### src/rtl/dpram_fifo.sv
// dpram_fifo: first-word-fall-through FIFO around a bypassing dual-port RAM.
// The RAM read port is registered; bypass makes a same-edge write visible on RData.
module dpram #(
    parameter int MEMD   = 16,
    parameter int DATAW  = 32,
    parameter int BYPASS = 1,
    parameter int IZERO  = 0,
    localparam int AW    = $clog2(MEMD)
) (
    input  logic             clk,
    input  logic             rst,
    input  logic             WEnb,
    input  logic [AW-1:0]    WAddr,
    input  logic [DATAW-1:0] WData,
    input  logic [AW-1:0]    RAddr,
    output logic [DATAW-1:0] RData
);
    logic [DATAW-1:0] mem_q [MEMD];
    logic [DATAW-1:0] rdata_q, rdata_d;

    always_comb begin
        rdata_d = (BYPASS != 0 && WEnb && WAddr == RAddr) ? WData : mem_q[RAddr];
    end

    always_ff @(posedge clk) begin
        if (WEnb) mem_q[WAddr] <= WData;
    end

    // Storage is never cleared; IZERO only zeroes the read register.
    always_ff @(posedge clk) begin
        if (rst && IZERO != 0) rdata_q <= '0;
        else                   rdata_q <= rdata_d;
    end

    assign RData = rdata_q;
endmodule

module dpram_fifo #(
    parameter int MEMD  = 16,
    parameter int DATAW = 32,
    parameter int AFULL = 12,
    parameter int IZERO = 0,
    localparam int AW   = $clog2(MEMD),
    localparam int CW   = AW + 1
) (
    input  logic             clk,
    input  logic             rst,
    input  logic             in_valid,
    output logic             in_ready,
    input  logic [DATAW-1:0] in_data,
    output logic             out_valid,
    input  logic             out_ready,
    output logic [DATAW-1:0] out_data,
    output logic [CW-1:0]    count,
    output logic             almost_full
);
    logic [AW-1:0] wr_ptr_q, wr_ptr_d, rd_ptr_q, rd_ptr_d;
    logic [CW-1:0] count_q, count_d;
    logic          almost_full_q, almost_full_d;
    logic          push, pop;

    assign in_ready    = (count_q != CW'(MEMD)) & ~rst;
    assign out_valid   = count_q != '0;
    assign count       = count_q;
    assign almost_full = almost_full_q;

    always_comb begin
        push          = in_valid & in_ready;
        pop           = out_valid & out_ready;
        wr_ptr_d      = wr_ptr_q + AW'(push);
        rd_ptr_d      = rd_ptr_q + AW'(pop);
        count_d       = (push & ~pop) ? count_q + CW'(1) :
                        (pop & ~push) ? count_q - CW'(1) : count_q;
        almost_full_d = count_d >= CW'(AFULL);
    end

    always_ff @(posedge clk) begin
        if (rst) begin
            wr_ptr_q      <= '0;
            rd_ptr_q      <= '0;
            count_q       <= '0;
            almost_full_q <= 1'b0;
        end else begin
            wr_ptr_q      <= wr_ptr_d;
            rd_ptr_q      <= rd_ptr_d;
            count_q       <= count_d;
            almost_full_q <= almost_full_d;
        end
    end

    // Reading at the next read pointer keeps the head on RData with zero pop latency.
    dpram #(
        .MEMD(MEMD), .DATAW(DATAW), .BYPASS(1), .IZERO(IZERO)
    ) u_ram (
        .clk(clk), .rst(rst),
        .WEnb(push), .WAddr(wr_ptr_q), .WData(in_data),
        .RAddr(rd_ptr_d), .RData(out_data)
    );
endmodule

### config.mk
export PLATFORM = sky130hd
export DESIGN_NAME = dpram_fifo
export DESIGN_NICKNAME = d
export VERILOG_FILES = /design/src/rtl/dpram_fifo.sv
export SDC_FILE = /design/constraint.sdc
export NUM_CORES = 1
export LEC_CHECK = 0
export CAP_MARGIN = 5
export CORE_ASPECT_RATIO = 2
export CORE_MARGIN = 10
export CORE_UTILIZATION = 60
export DETAILED_ROUTE_END_ITERATION = 12
export GPL_ROUTABILITY_DRIVEN = 0
export GPL_TIMING_DRIVEN = 0
export PLACE_DENSITY_LB_ADDON = 0.12
export SLEW_MARGIN = 5
export SYNTH_ARGS = -nofsm -noshare
export SYNTH_HDL_FRONTEND = slang
export SYNTH_HIERARCHICAL = 1
export SYNTH_SLANG_ARGS = --single-unit
### constraint.sdc
create_clock -name clk -period 6.6 [get_ports clk]
set_input_delay 1.32 -clock clk [delete_from_list [all_inputs] [get_ports clk]]
set_output_delay 1.32 -clock clk [all_outputs]
set_load 0.02 [all_outputs]
==> results.py <==
metrics = {
    "setup_path": {
        "cp_data_required_time_ns": 5.28,
        "ff2ff_setup_slack_ns": 2.78,
        "reg2reg_from": "count[1]",
        "path_max_fanout": 10,
        "worstPathArrival_ns": 3.33,
        "r2r-end": "u_ram/mem_q[8][11]",
        "worst_setup_path_end_kind": "output pin",
        "worst_setup_path_start_kind": "flip-flop",
        "rr_worst_depth": 10,
        "criticalPathCategory": "reg2out",
    },
    "run": {
        "cap_viol_max_count": 0,
    },
    "yosys": {
        "synthesis.nets": 923,
        "synth-main-ff-cell": "edfxtp_1",
        "synth_area_leaders": "edfxtp_1 (77%), mux4_2 (14%), a22oi_1 (2.4%)",
        "synth_enable_flop_cells": 512,
        "synth_most_common_cell": "edfxtp_1",
        "synth_top_area_share_pct": 76.9,
        "ys_warn_count": 6,
        "synthTopCellsByCount": "edfxtp_1 (512), mux4_2 (128), a22oi_1 (64)",
        "synth.distinct_cells": 36,
        "syn_area_per_cell_um2": 22.7,
        "yosysTopAreaCell": "edfxtp_1",
        "synth_area_um2": 20000,
        "synthArstFlopShare_pct": 0,
        "ys_ff_latch": 530,
        "ys_seq_area_share_pct": 78.7,
        "syn_inst": 881,
    },
    "hold_path": {
        "holdPathStages": 1,
        "min_from": "rd_ptr_q[3]",
        "holdCritPathClass": "reg2reg",
    },
    "drt": {
        "drc": 0,
        "dr.max_layer_used": "met4",
        "vias": 9524,
        "routedWlPerCell_um": 29.5,
        "ant_nets": 0,
        "m1WireLength_um": 15500,
        "first_iter_violations": 744,
        "met3_length_um": 2110,
        "drt_pass1_iterations": 5,
        "totalWireLength_um": 44000,
        "viasPerCell": 6.37,
        "dr_wl_met2_um": 24800,
    },
    "timing": {
        "finalSetupViolations": 0,
        "worst_pin_slew_ns": 0.979,
        "rsz0062_at_grt": "no",
        "finalWorstSetupSlack_ns": 1.95,
        "period_share_pct": 70.5,
        "maxSlewViolCount": 0,
        "clock_skew_ns": 0.0148,
        "fmax_ghz": 0.215,
        "relSlewSlack_pct": 34.7,
        "hold_viol": 0,
        "layout_min_cycle_time_ns": 4.65,
    },
    "grt": {
        "overflow": 0,
        "grt_antenna_before_repair": 1,
        "track_usage_pct": 21.7,
        "grt_pass1_vias": 10289,
        "grt_max_degree": 20,
        "grt_pass1_wl_um": 65600,
    },
    "floorplanning": {
        "fp.dieW_um": 149,
        "core_area_um2": 32900,
        "die_y_um": 278,
        "rows": 94,
        "die_area_um2": 41500,
        "floorplan.initialDensity_pct": 60.7,
        "io_pins": 76,
    },
    "layout": {
        "fin_cells": 1494,
        "areaGrowthSynthToFinish_pct": 16.3,
        "final_net_count": 1071,
        "n_fill_cell": 2003,
        "finish.utilization_pct": 70.6,
        "drive_above_1_share_pct": 23.9,
    },
    "clock_network": {
        "clock-root-buffer": "clkbuf_16",
        "tritoncts": "yes",
        "numCtsBuffers": 44,
        "cts_resized": 0,
        "postCtsHoldBufs": 0,
        "clock_latency_ns": 0.55,
        "path_clk_slew_ns": 0.07,
        "post-cts-setup-buffers": 0,
        "clock_path_buffers": 3,
        "h-tree-depth": 2,
        "clock-sinks": 530,
    },
    "run_status": {
        "status": "completed",
    },
    "placed_design": {
        "dp_cells": 1415,
        "portBuffers": 75,
        "pre_cts_ws_ns": 1.63,
        "dp_hpwl_um": 28600,
    },
    "power": {
        "p_leak_nw": 7.25,
        "ir_drop_uv": 317,
        "powerDensity_nw_per_um2": 365,
    },
}
flip-flops by register name (all words and copies together) (netlist names), named ones only:
name	cells
u_ram/mem_q	512
count	5
almost_full	1
rd_ptr_q	4
wr_ptr_q	4
per-stage QoR:
stage	setup TNS, ns	hold WS [ns]	cell area [um2]	total power, mW
2_1_floorplan	0	0.426	20000	5.29
3_3_place_gp	-218.72	0.443	21300	6.01
3_5_place_dp	0	0.449	21800	6.04
4_1_cts	0	0.460	23200	8.58
5_1_grt	0	0.466	23200	8.81
6_report	0	0.453	23200	8.50
layer usage:
metal	GRT usage, %	vias to the layer above
li1	-	4017
met1	25.1	5082
met2	39.3	330
met3	3.25	95
met4	8.54	0
met5	0	-
cell usage in the layout (no fill, tap or decap), types with 2 or more instances in the layout:
| cell type | count |
|---|---|
| buf_4 | 16 |
| nor2_4 | 12 |
| nand3b_1 | 2 |
| buf_6 | 9 |
| ha_1 | 6 |
| inv_1 | 4 |
| clkbuf_1 | 27 |
| nor2b_1 | 10 |
| a22oi_1 | 64 |
| buf_16 | 6 |
| clkdlybuf4s50_1 | 75 |
| nand2_1 | 35 |
| dfxtp_1 | 18 |
| edfxtp_1 | 512 |
| clkbuf_8 | 4 |
| bufinv_16 | 4 |
| nand3_1 | 4 |
| buf_2 | 4 |
| xnor2_1 | 6 |
| clkinv_1 | 10 |
| nand4_1 | 2 |
| buf_8 | 3 |
| nand2b_1 | 2 |
| xor2_1 | 3 |
| buf_12 | 6 |
| nor3_2 | 4 |
| nor2_1 | 8 |
| clkbuf_16 | 45 |
| mux4_2 | 128 |
| clkinv_2 | 6 |
| mux2i_1 | 2 |
| buf_1 | 9 |
how the worst max path moves through the flow:
stage / endpoint / slack [ns] / cells past startpoint
final: out_data[26] / 1.95 / 6
after global routing: out_data[25] / 1.83 / 6
after CTS: out_data[13] / 1.92 / 6
after detailed placement: u_ram/mem_q[8][16] / 1.63 / 9
after global placement: u_ram/mem_q[12][16] / -1.83 / 6
after floorplan: u_ram/mem_q[0][0] / 1.43 / 5
power by group:
group	switching [mW]	internal [mW]	leakage [nW]
Clock	1.11	1.45	0.689
Sequential	0.0426	3.74	4.76
Combinational	1.09	1.07	1.80
critical path, cell delays in order, from the launching register on:
cell,delay [ns]
dfxtp_1,0.42
buf_2,0.30
buf_1,0.68
mux4_2,0.42
a22oi_1,0.25
nand2_1,0.13
clkdlybuf4s50_1,0.57
cells by family (layout without fill, tap and decap cells):
group	Yosys count	after routing	synth area share [%]
other	0	1	0
AO/OA/AOI/OAI	71	71	2.67
AND/OR/NAND/NOR	85	85	2.05
buffers and inverters	50	230	1.26
XOR/XNOR	9	9	0.394
multiplexers	130	130	14.5
adder cells (fa/ha/maj)	6	6	0.376
flip-flops	530	530	78.7
final cells by class:
class / count / area (um2) / area share [%]
inverter: 5 / 21.3 / 0.0915
clock inverter: 21 / 195 / 0.840
timing repair buffer: 102 / 1200 / 5.15
clock buffer: 57 / 1210 / 5.21
buffer: 45 / 230 / 0.990
tap: 432 / 541 / 2.33
sequential: 530 / 15700 / 67.7
multi-input combinational: 301 / 4110 / 17.7
antenna: 1 / 2.50 / 0.0108
Power figures use the tool's default switching activity.
